### src/rtl/data_mem_arbiter.sv
// Two-requester round-robin arbiter in front of a single-port data memory.
// Each transaction runs IDLE -> ACCESS -> RESP, so the memory sees one access per pass.
module data_mem_arbiter #(
  parameter int AW = 32,
  parameter int DW = 32
) (
  input  logic          clk,
  input  logic          rst_n,
  input  logic          m0_req,
  input  logic          m0_we,
  input  logic [AW-1:0] m0_addr,
  input  logic [DW-1:0] m0_wdata,
  output logic          m0_ack,
  output logic [DW-1:0] m0_rdata,
  input  logic          m1_req,
  input  logic          m1_we,
  input  logic [AW-1:0] m1_addr,
  input  logic [DW-1:0] m1_wdata,
  output logic          m1_ack,
  output logic [DW-1:0] m1_rdata,
  output logic [AW-1:0] mem_A_in,
  output logic [DW-1:0] mem_D_in,
  output logic          mem_WE,
  input  logic [DW-1:0] mem_D_out
);

  typedef enum logic [1:0] {
    IDLE   = 2'd0,
    ACCESS = 2'd1,
    RESP   = 2'd2
  } state_t;

  state_t state_reg;
  logic   grant_reg;
  logic   last_grant_reg;
  logic   winner;

  // A tie goes to whoever did not win last; a lone request always wins.
  always_comb begin
    winner = 1'b0;
    if (m0_req && m1_req) begin
      winner = ~last_grant_reg;
    end else if (m1_req) begin
      winner = 1'b1;
    end
  end

  always_ff @(posedge clk or negedge rst_n) begin
    if (!rst_n) begin
      state_reg      <= IDLE;
      grant_reg      <= 1'b0;
      last_grant_reg <= 1'b1;
      m0_ack         <= 1'b0;
      m1_ack         <= 1'b0;
      m0_rdata       <= '0;
      m1_rdata       <= '0;
      mem_WE         <= 1'b0;
      mem_A_in       <= '0;
      mem_D_in       <= '0;
    end else begin
      case (state_reg)
        IDLE: begin
          if (m0_req || m1_req) begin
            state_reg      <= ACCESS;
            grant_reg      <= winner;
            last_grant_reg <= winner;
            // Memory controls are registered so they are valid for the whole ACCESS cycle.
            mem_WE         <= winner ? m1_we    : m0_we;
            mem_A_in       <= winner ? m1_addr  : m0_addr;
            mem_D_in       <= winner ? m1_wdata : m0_wdata;
          end
        end
        ACCESS: begin
          state_reg <= RESP;
          mem_WE    <= 1'b0;
          mem_A_in  <= '0;
          mem_D_in  <= '0;
          // mem_WE still holds the granted write enable here, so low means a read.
          if (!mem_WE) begin
            if (grant_reg) begin
              m1_rdata <= mem_D_out;
            end else begin
              m0_rdata <= mem_D_out;
            end
          end
          if (grant_reg) begin
            m1_ack <= 1'b1;
          end else begin
            m0_ack <= 1'b1;
          end
        end
        RESP: begin
          state_reg <= IDLE;
          m0_ack    <= 1'b0;
          m1_ack    <= 1'b0;
        end
        default: begin
          state_reg <= IDLE;
          m0_ack    <= 1'b0;
          m1_ack    <= 1'b0;
          mem_WE    <= 1'b0;
          mem_A_in  <= '0;
          mem_D_in  <= '0;
        end
      endcase
    end
  end

endmodule

### config.mk
export PLATFORM = sky130hd
export DESIGN_NAME = data_mem_arbiter
export DESIGN_NICKNAME = d
export VERILOG_FILES = /design/src/rtl/data_mem_arbiter.sv
export SDC_FILE = /design/constraint.sdc
export NUM_CORES = 1
export LEC_CHECK = 0
export BUFFER_PORTS_ARGS = -buffer_cell sky130_fd_sc_hd__buf_2
export CAP_MARGIN = 20
export CELL_PAD_IN_SITES_DETAIL_PLACEMENT = 2
export CELL_PAD_IN_SITES_GLOBAL_PLACEMENT = 2
export CORE_ASPECT_RATIO = 1.75
export CORE_MARGIN = 2
export CORE_UTILIZATION = 25
export DETAILED_ROUTE_END_ITERATION = 10
export MAX_ROUTING_LAYER = met4
export PLACE_DENSITY = 0.76
export SYNTH_ARGS = -nofsm -noshare
export SYNTH_HDL_FRONTEND = slang
export SYNTH_SLANG_ARGS = --single-unit
### constraint.sdc
create_clock -name clk -period 1.6 [get_ports clk]
set_input_delay 0.4 -clock clk [delete_from_list [all_inputs] [get_ports clk]]
set_output_delay 0.4 -clock clk [all_outputs]
set_load 0.02 [all_outputs]
==> results by group, run 1 <==
Run status
  • Outcome: complete, but fails checks
  • Failing checks: negative setup slack

Logic synthesis
  • Seq cells post-synth: around 140
  • Synthesized cell area: ~5500 um^2
  • Syn Inst Count: 384
  • Number of distinct library cells after synthesis: 21
  • Synth Area per Inst: approximately 14 um^2
  • Yosys warnings: 0
  • Synthesized Nets: 550
  • Seq/Total Area, Yosys: roughly 62%

Critical path
  • Reg2reg start: state_reg[1]$_DFFE_PN0P_
  • CP Data Required Time: between 1.5 and 2 ns
  • Reg2reg path depth: 5
  • Worst-path fanout max: 8
  • Crit path buf inv count: 2
  • Critical path origin: state_reg[1]$_DFFE_PN0P_
  • Critical-path cell list: and2b_2 -> nor3b_4 -> buf_4 -> clkbuf_16 -> mux2_2
  • CP top delay family: simple AND/OR/NAND/NOR gates
  • Setup crit end kind: register
  • CP Launch Type: register
  • CP Class: reg2reg
  • Internal reg-to-reg setup slack: -0.07 ns
  • WP depth: 5
  • CP Capture Point: m1_rdata[28]$_DFFE_PN0P_
  • Slowest cell on the critical path: dfrtp_1
  • Max incr delay on CP: slightly above 0.4 ns
  • Worst r2r dst: m1_rdata[28]$_DFFE_PN0P_
  • Crit path DAT: 1.95 ns

Finish
  • Commonest non-fill, non-tap cell in the layout: buf_2
  • Syn-to-layout area delta: 54.2%
  • Commonest cells after routing, fill and taps aside: 295 x buf_2, 133 x dfrtp_1, 65 x and3_1, 65 x a221o_1, 37 x mux2_2
  • Fillers: 2,271
  • Fin nets: around 860
  • Finished Cell Area: 8460 um^2
  • Ratio of cells with drive above 1 in the final layout: a little over 60%

Job
  • Max cap viols: 0

Timing
  • Setup TNS Final: -2.44 ns
  • Final setup viols: 64
  • Fmax: about 600 MHz
  • Final worst slack: -0.0661 ns
  • Tcrit/Tclk final: 104%
  • Max Transition Viols Final: 0
  • Final Critical Period: roughly 1.7 ns
  • Final hold vios: 0
  • Skew final: roughly 0.0084 ns
  • RSZ-0062 raised after global routing: yes
  • Final hold slack: approximately 0.22 ns
  • Slew @ Worst Pin: approximately 0.30 ns
  • Slew headroom: between 70% and 80%

CTS
  • CTS Buffer Depth: 2
  • Clk sink count: around 140
  • Max H-tree Level: 4
  • Clk root buf: clkbuf_16
  • Total CTS buffers: 17
  • Worst skew pair latency: ~0.41 ns
  • Worst-path clk slew: roughly 0.06 ns
  • CTS tree: yes

Power
  • Switching Fraction: about two fifths
  • Sequential power share: about a third
  • Static Leak: 4.46 nW
  • NetSw: 0.00765 W
  • Internal: roughly 0.012 W
  • Pwr Density: around 2300 nW/um^2
  • Clock power share: roughly 22%
  • Max VDD drop: around 0.8 mV
  • Logic pwr share: ~46%

Detailed routing
  • Routed wire per std cell: ~21 um
  • Drt initial violations: between 100 and 150
  • Total Wirelength: between 20,000 and 25,000 um
  • Total number of vias: approximately 4,700
  • Routed Antenna Nets: 0
  • DR vias/cell: ~4.7
  • DR DRC count: 0
  • Drt first pass iters: 4

Placement
  • IO Port Bufs: just under 300
  • Pre-CTS WS: -0.0559 ns
  • GP Congestion: a little under 0.8
  • DP Wirelength: about 14,000 um
  • Post-DP Area: between 7000 and 8000 um^2

Min path
  • HP Start: m0_addr[19]
  • Worst min path class: in2reg

GRT
  • Grt ovf: 0
  • Largest net degree at the start of global routing: 63
  • Overall Global Routing Usage: between 10% and 20%
  • First-pass GRT wire length: between 20,000 and 30,000 um
  • Initial antenna violation count: 6
  • Number of global-route vias before repair: around 5,300

Floorplanning
  • Die area: 23,200 um^2
  • Initial Utilization: between 20% and 30%
  • Core area: between 20,000 and 25,000 um^2
  • Die height: 200 um
  • Die width: roughly 120 um
  • Site row count: just over 70
  • I/O pin count: between 200 and 300
-- worst min-delay path by stage --
stage / endpoint / slack (ns) / cells after the start
6_report: mem_A_in[19]$_DFFE_PN0P_ / 0.22 / 2
2_1_floorplan: grant_reg$_DFFE_PN0P_ / 0.10 / 0
5_1_grt: mem_A_in[20]$_DFFE_PN0P_ / 0.21 / 2
4_1_cts: mem_A_in[12]$_DFFE_PN0P_ / 0.20 / 2
3_3_place_gp: m1_rdata[5]$_DFFE_PN0P_ / 0.28 / 1
3_5_place_dp: m0_rdata[5]$_DFFE_PN0P_ / 0.29 / 1
-- layout make-up --
cell class                 count  area, um^2  share of cell area, %
sequential                   135        3380                   40.0
clock buffer                  19         453                   5.35
antenna                        8        20.0                  0.237
timing repair buffer         328        2010                   23.8
tap                          292         365                   4.32
multi-input combinational    213        2020                   23.9
clock inverter                12         200                   2.37
inverter                       2        7.51                 0.0887
-- power by group through the flow --
stage / Combinational (W) / Clock, W / Sequential (W)
2_1_floorplan: 0.00288 / 0 / 0.00819
3_3_place_gp: 0.00789 / 0 / 0.00616
3_5_place_dp: 0.00822 / 0 / 0.00626
4_1_cts: 0.00838 / 0.00445 / 0.00625
5_1_grt: 0.00965 / 0.00456 / 0.00649
6_report: 0.00908 / 0.00432 / 0.00626
-- through the flow --
| stage | utilization [%] | total power [W] | cells |
|---|---|---|---|
| 2_1_floorplan | - | 0.0111 | 384 |
| 3_3_place_gp | 34.4 | 0.0141 | 953 |
| 3_5_place_dp | 34.4 | 0.0145 | 953 |
| 4_1_cts | 37.8 | 0.0191 | 989 |
| 5_1_grt | 39.3 | 0.0207 | 1007 |
| 6_report | 39.4 | 0.0197 | 1009 |
-- routing by layer --
metal	vias to the layer above	share of wire, %	routed length [um]	global-route usage (%)
met5	-	0	0	-
met4	0	2.2	463	7.14
met3	32	5.1	1100	3.89
met2	201	57	12200	31.5
met1	2390	35	7560	16.9
li1	2109	-	-	-
-- repair_timing --
action | CTS | global route
endpoints found under the hold margin | 25 | 0
gates cloned | 1 | 7
setup endpoints to repair | 64 | 117
buffers inserted | 3 | 5
hold buffers | 1 | 0
resized for setup | 5 | 28
-- synthesized netlist by cell type (all sizes together) --
master  number  area share, %
and2b        1           0.14
or3b         1           0.16
nor2         5           0.34
o21ba        1           0.18
nor3b        3           0.91
nor3         1          0.091
dfrtp      134             61
a221o       65             12
inv          2           0.14
nand2        4           0.27
buf         15            2.1
and3        65            7.4
a21oi        3           0.34
clkbuf      19            1.3
dfstp        1           0.48
mux2        64             13
-- cells by family (layout without fill, tap and decap cells) --
kind of cell | Yosys count | in the layout | synth area share, %
AOI/OAI and AO/OA | 69 | 69 | 12.4
buffers and inverters | 36 | 361 | 3.58
DFF | 135 | 135 | 61.6
muxes | 64 | 64 | 13.1
other | 0 | 8 | 0
and+or+nand+nor | 80 | 80 | 9.33
-- worst register-to-register path, stage by stage, from the launching register on --
cell	delay (ns)
dfrtp_1	0.41
and2b_2	0.25
nor3b_4	0.19
buf_4	0.18
clkbuf_16	0.18
mux2_2	0.34
(Power assumes the default switching activity.)
==> run 2, diff against run 1 <==
- PLACE_DENSITY: 0.76 -> 0.79
==> run 2 against run 1 <==
  * The flow still finishes with violations (negative setup slack)
  * Clock skew rose by 0.0011 ns
  * Highest routed layer unchanged
  * Global-route usage increased by 1.6 points
  * First-iteration DRC count down 6.8%
  * Utilization is 0.17 points higher
==> results by group, run 2 (synthesis gave the netlist of run 1 again) <==
Critical path
  • Reg2reg start: state_reg[1]$_DFFE_PN0P_
  • CP Data Required Time: 1.89 ns (about the same)
  • Worst-path fanout max: 6 (-2)
  • CP Class: reg2reg
  • Setup crit end kind: register
  • Internal reg-to-reg setup slack: -0.07 ns (about the same)
  • CP Launch Type: register
  • Crit path DAT: 1.97 ns (+0.02 ns)
  • Critical path origin: state_reg[1]$_DFFE_PN0P_

Timing
  • Final worst slack: -0.0732 ns (-0.00717 ns)
  • Max Transition Viols Final: 0 (unchanged)
  • Skew final: 0.00945 ns (+0.00110 ns)
  • Slew @ Worst Pin: 0.279 ns (-0.0257 ns)
  • Final hold slack: 0.207 ns (-0.0108 ns)
  • Fmax: 598 MHz (-0.43%)
  • Setup TNS Final: -2.05 ns (+0.395 ns)
  • Tcrit/Tclk final: 105% (+0.45 points)
  • RSZ-0062 raised after global routing: yes
  • Final setup viols: 63 (-1.6%)
  • Slew headroom: 81.4% (+1.7 points)
  • Final Critical Period: 1.67 ns (+0.00717 ns)
  • Final hold vios: 0 (unchanged)

Floorplanning
  • Site row count: 71 (unchanged)
  • Die height: 200 um (unchanged)
  • Core area: 21,500 um^2 (unchanged)
  • Die area: 23,200 um^2 (unchanged)
  • Die width: 116 um (unchanged)
  • I/O pin count: 297 (unchanged)
  • Initial Utilization: 25.5% (unchanged)

Finish
  • Syn-to-layout area delta: 54.9%
  • Commonest cells after routing, fill and taps aside: 295 x buf_2, 133 x dfrtp_1, 65 x and3_1, 65 x a221o_1, 45 x mux2_4
  • Storage element area: 3380 um^2 (unchanged)
  • Commonest non-fill, non-tap cell in the layout: buf_2
  • Non-Filler Instances: 1,020 (+1.1%)
  • Multi-input gate area: 2100 um^2 (+3.7%)
  • Fillers: 2,325 (+2.4%)
  • Post-route core utilization: 39.5% (+0.17 points)
  • Ratio of cells with drive above 1 in the final layout: 61.0% (+0.46 points)
  • Fin nets: 878 (+1.7%)

Power
  • Switching Fraction: 40.0% (+1.1 points)
  • NetSw: 0.00780 W (+2.0%)
  • Pwr Density: 2290 nW/um^2 (-1.3%)
  • Max VDD drop: 0.716 mV (-13%)
  • Static Leak: 4.54 nW (+1.9%)
  • Logic pwr share: 48.4% (+2.2 points)
  • Clock power share: 19.6% (-2.4 points)
  • Sequential power share: 32.0% (about the same)
  • Internal: 0.0117 W (-2.6%)

Detailed routing
  • DR DRC count: 0 (unchanged)
  • Routed Antenna Nets: 0 (unchanged)
  • Routed wire per std cell: 21.6 um (+2.0%)
  • Drt first pass iters: 4 (unchanged)
  • Drt initial violations: 136 (-6.8%)
  • Total number of vias: 4,806 (+1.6%)
  • DR vias/cell: 4.71 (+0.47%)
  • Total Wirelength: 22,000 um (+3.1%)

Run status
  • Failing checks: negative setup slack
  • Outcome: complete, but fails checks

CTS
  • CTS tree: yes
  • Clk root buf: clkbuf_16
  • CTS Buffer Depth: 2 (unchanged)
  • Max H-tree Level: 4 (unchanged)
  • Worst-path clk slew: 0.06 ns (about the same)
  • Worst skew pair latency: 0.42 ns (about the same)
  • Clk sink count: 135 (unchanged)
  • Total CTS buffers: 17 (unchanged)

Placement
  • DP Wirelength: 14,900 um (+3.0%)
  • GP Congestion: 0.775 (about the same)
  • IO Port Bufs: 296 (unchanged)
  • Placed cell count: 963 (+1.0%)

Min path
  • HP Start: m0_addr[18]
  • Worst min path class: in2reg

Job
  • Max cap viols: 0 (unchanged)

GRT
  • Initial antenna violation count: 3 (-3)
  • Overall Global Routing Usage: 18.7% (+1.6 points)
  • Number of global-route vias before repair: 5,329 (-0.094%)
  • Grt ovf: 0 (unchanged)
  • First-pass GRT wire length: 31,400 um (+8.7%)
  • Largest net degree at the start of global routing: 50 (-21%)
run 2: cell types whose count changed in the layout (fill, tap and decap cells not counted), sizes merged:
cell and change:
buf +18, bufinv -3, clkbuf -2, clkinv +2, diode -5, inv +1
run 2: final cells by class:
type | count | share of cell area, %
Sequential cell | 135 | 39.8
Multi-Input combinational cell | 213 | 24.7
Timing Repair Buffer | 343 | 24.4
Clock buffer | 20 | 5.14
Tap cell | 292 | 4.30
Clock inverter | 12 | 1.52
Inverter | 2 | 0.0883
Antenna cell | 3 | 0.0883
run 2: worst max-delay path: stages (launching register included):
cell	delay [ns]
dfrtp_1	0.41
and2b_2	0.25
nor3b_4	0.24
buf_6	0.17
clkbuf_16	0.17
mux2_4	0.31
run 2: power by group through the flow:
stage | registers (W) | clock network (W) | logic, W
final | 0.00624 | 0.00382 | 0.00944
after global routing | 0.00644 | 0.00407 | 0.0100
after CTS | 0.00621 | 0.00394 | 0.00907
after detailed placement | 0.00622 | 0 | 0.00832
after global placement | 0.00614 | 0 | 0.00801
after floorplan | 0.00819 | 0 | 0.00288
run 2: per-layer routing:
| layer | GRT usage, % | vias to the layer above | part of all wire (%) |
|---|---|---|---|
| li1 | - | 2136 | - |
| met5 | - | - | 0 |
| met3 | 4.44 | 31 | 5.7 |
| met1 | 18.9 | 2426 | 35 |
| met4 | 6.00 | 0 | 2.6 |
| met2 | 34.7 | 213 | 56 |
run 2: timing repair:
action,in CTS,in global routing
endpoints found under the hold margin,17,0
endpoints found under the setup margin,119,129
hold buffers,1,0
gates resized for setup,40,20
pin swaps,1,0
gates cloned,3,3
setup buffers,8,8
run 2: worst paths after layout:
check | end | cells after the start
hold reg to reg | last_grant_reg$_DFFE_PN1P_ | 2
setup / recovery | m0_rdata[11]$_DFFE_PN0P_ | 5
min in group asynchronous | m1_rdata[5]$_DFFE_PN0P_ | 2
setup reg to reg | m0_rdata[11]$_DFFE_PN0P_ | 5
max in group asynchronous | mem_D_in[7]$_DFFE_PN0P_ | 3
hold / removal | mem_A_in[18]$_DFFE_PN0P_ | 2
run 2: stage by stage:
step	setup WS, ns	cell area, um^2	power [W]
final	-0.0732	8500	0.0195
after CTS	-0.0381	8310	0.0192
after global routing	-0.135	8500	0.0206
after global placement	-0.0516	7460	0.0142
after detailed placement	-0.101	7460	0.0145
after floorplan	0.0468	5490	0.0111
==> run 3, diff against run 2 <==
- ABC_AREA: not set -> 1
- CORE_UTILIZATION: 25 -> 22
- PLACE_DENSITY: 0.79 -> 0.77
==> run 3 against run 2 <==
  * Sequential share of layout area is 2.5 points lower
  * Global-route usage decreased by 0.58 points
  * The flow now finishes without violations
  * Critical path depth shrank 4
  * Maximum frequency is 15% higher
  * Routed wire length increased by 18%
  * Largest power group unchanged
==> results by group, run 3 <==
GRT
  • First-pass GRT wire length: 41,400 um (+32%)
  • Initial antenna violation count: 2 (-1)
  • Number of global-route vias before repair: 7,546 (+42%)
  • Largest net degree at the start of global routing: 65 (+30%)
  • M1 GR Usage: 18.2% (-0.74 points)
  • Grt ovf: 0 (unchanged)
  • GR Util met2: 32.9% (-1.9 points)
  • Overall Global Routing Usage: 18.1% (-0.58 points)
  • GR Util met3: 4.78% (+0.34 points)
  • Peak-usage layer in the global routing report: met2

Logic synthesis
  • Synth Area per Inst: 7.72 um^2 (-46%)
  • Post-synth top cells: 204 x nand2_1, 195 x nand3_1, 163 x inv_1
  • Top post-synthesis cells by area: dfrtp_1 52%, nand3_1 15%, nand2_1 12%, inv_1 9.6%, o21ai_0 4.2%
  • Area leader, netlist: dfrtp_1
  • Most common cell in the netlist: nand2_1
  • Syn Inst Count: 829 (+120%)
  • Ys async rst share: 100% (unchanged)
  • Post-synth top area share: 52.4% (-8.7 points)
  • Synth Flop Type: dfrtp_1
  • Synthesized cell area: 6400 um^2 (+17%)
  • Number of synthesized flops with an enable pin: 0 (unchanged)
  • Number of distinct library cells after synthesis: 18 (-14%)
  • Seq/Total Area, Yosys: 52.8% (-8.7 points)
  • Yosys warnings: 0 (unchanged)
  • Seq cells post-synth: 135 (unchanged)
  • Synthesized Nets: 995 (+81%)

Placement
  • Placed cell count: 1,472 (+53%)
  • GP Congestion: 0.781 (+0.76%)
  • IO Port Bufs: 296 (unchanged)
  • DP Wirelength: 19,400 um (+30%)

Finish
  • Non-Filler Instances: 1,507 (+48%)
  • Ratio of cells with drive above 1 in the final layout: 32.0% (-29 points)
  • Commonest non-fill, non-tap cell in the layout: buf_2
  • Fin nets: 1,280 (+46%)
  • Fillers: 3,421 (+47%)
  • Multi-input gate area: 2150 um^2 (+2.3%)
  • Commonest cells after routing, fill and taps aside: 295 x buf_2, 202 x nand2_1, 195 x nand3_1
  • Storage element area: 3380 um^2 (about the same)
  • Syn-to-layout area delta: 41.7%

CTS
  • Post-CTS setup buffer count: 0 (-8)
  • CTS Buffer Depth: 2 (unchanged)
  • Total CTS buffers: 17 (unchanged)
  • Worst skew pair latency: 0.44 ns (+0.02 ns)
  • CTS tree: yes
  • Clk root buf: clkbuf_16
  • Worst-path clk slew: 0.06 ns (about the same)
  • Max H-tree Level: 4 (unchanged)
  • Clk sink count: 135 (unchanged)

Timing
  • Setup TNS Final: 0 ns (+2.05 ns)
  • RSZ-0062 raised after global routing: no
  • Skew final: 0.00893 ns (-0.000516 ns)
  • Fmax: 689 MHz (+15%)
  • Final setup viols: 0 (-100%)
  • Max Transition Viols Final: 0 (unchanged)
  • Slew @ Worst Pin: 0.383 ns (+0.104 ns)
  • Final hold vios: 0 (unchanged)
  • Tcrit/Tclk final: 90.7% (-14 points)
  • Slew headroom: 74.5% (-6.9 points)
  • Final Critical Period: 1.45 ns (-0.223 ns)

Power
  • Static Leak: 5.41 nW (+19%)
  • Pwr Density: 1950 nW/um^2 (-15%)
  • Max VDD drop: 0.823 mV (+15%)

Detailed routing
  • Total Wirelength: 25,900 um (+18%)
  • Total number of vias: 6,657 (+39%)
  • Routed wire per std cell: 17.2 um (-20%)
  • DR DRC count: 0 (unchanged)
  • DR vias/cell: 4.42 (-6.2%)
  • Drt initial violations: 169 (+24%)
  • Drt first pass iters: 4 (unchanged)
  • Routed Antenna Nets: 0 (unchanged)

Critical path
  • WP depth: 1 (-4)
  • Worst-path fanout max: 4 (-2)
  • Crit path DAT: 1.05 ns (-0.92 ns)
  • Setup crit end kind: primary output
  • Critical-path cell list: buf_2
  • Max incr delay on CP: 0.41 ns (about the same)
  • CP Data Required Time: 1.20 ns (-0.69 ns)
  • Slowest cell on the critical path: dfrtp_1
  • CP top delay family: flip-flops
  • Reg2reg path depth: 6 (+1)
  • Crit path buf inv count: 1 (-1)
  • CP Class: reg2out
  • CP Launch Type: register

Floorplanning
  • Core area: 28,600 um^2 (+33%)
  • Die height: 230 um (+15%)
  • Die area: 30,500 um^2 (+32%)
  • Initial Utilization: 22.3% (-3.2 points)
  • I/O pin count: 297 (unchanged)
  • Site row count: 82 (+15%)
  • Die width: 133 um (+15%)

Min path
  • WHS Path Cells: 3 (+1)
  • Worst min path class: in2reg

Run status
  • Outcome: finished, final reports clean

Job
  • Max cap viols: 0 (unchanged)
==> run 3: routing by layer <==
metal | wire (um) | vias to the layer above | part of all wire (%)
met1 | 9590 | 3284 | 37
met3 | 1430 | 37 | 5.5
li1 | - | 3133 | -
met2 | 14200 | 203 | 55
met4 | 749 | 0 | 2.9
met5 | 0 | - | 0
==> run 3: path summary, 6_finish.rpt <==
kind                                               start                        to  slack (ns)
worst max-delay path                  mem_WE$_DFFE_PN0P_                    mem_WE        0.15
worst min-delay path                       mem_D_out[21]  m1_rdata[21]$_DFFE_PN0P_        0.22
worst max register to register  state_reg[0]$_DFFE_PN0P_  mem_A_in[23]$_DFFE_PN0P_        0.19
worst min register to register  m0_rdata[21]$_DFFE_PN0P_  m0_rdata[21]$_DFFE_PN0P_        0.48
max in group asynchronous                          rst_n  mem_A_in[15]$_DFFE_PN0P_        0.64
min in group asynchronous                          rst_n  m1_rdata[12]$_DFFE_PN0P_        0.43
==> run 3: per-stage QoR <==
stage                     hold slack (ns)  area (um^2)  power, W  setup slack, ns  utilization (%)
final                               0.223         9060    0.0177            0.149             31.7
after global routing                0.215         9060    0.0190           0.0374             31.7
after CTS                           0.190         9060    0.0181           0.0993             31.6
after detailed placement            0.340         8460    0.0140            0.117             29.6
after global placement              0.332         8460    0.0137            0.147             29.6
after floorplan                     0.104         6400    0.0104            0.339                -
==> run 3: power breakdown <==
part           leakage (nW)  internal, W  switching, W
logic                  3.43      0.00252       0.00538
registers              1.70      0.00496      0.000854
clock network         0.280      0.00235       0.00164
total                  5.41      0.00983       0.00787
==> run 3: what timing repair did <==
item	CTS	global route
hold buffers	1	0
setup endpoints to repair	0	0
hold endpoints to repair	28	0
resized for setup	0	0
==> run 3: tightest hold or removal path: stages <==
cell and delay [ns]:
buf_2 0.09, inv_1 0.06, o21ai_1 0.06
==> run 3: area by class of cell <==
cell class                 count  share of cell area [%]
clock inverter                13                    1.60
sequential                   135                    37.3
multi-input combinational    474                    23.7
timing repair buffer         321                    20.4
antenna                        2                  0.0552
clock buffer                  19                    4.89
inverter                     165                    6.83
tap                          378                    5.22
==> run 3: kinds of logic (layout without fill, tap and decap cells) <==
| family | Yosys count | in the layout | synth area share (%) |
|---|---|---|---|
| buffers and inverters | 220 | 518 | 13.9 |
| AOI/OAI and AO/OA | 67 | 67 | 5.24 |
| other | 0 | 2 | 0 |
| DFF | 135 | 135 | 52.8 |
| and+or+nand+nor | 407 | 407 | 28.0 |
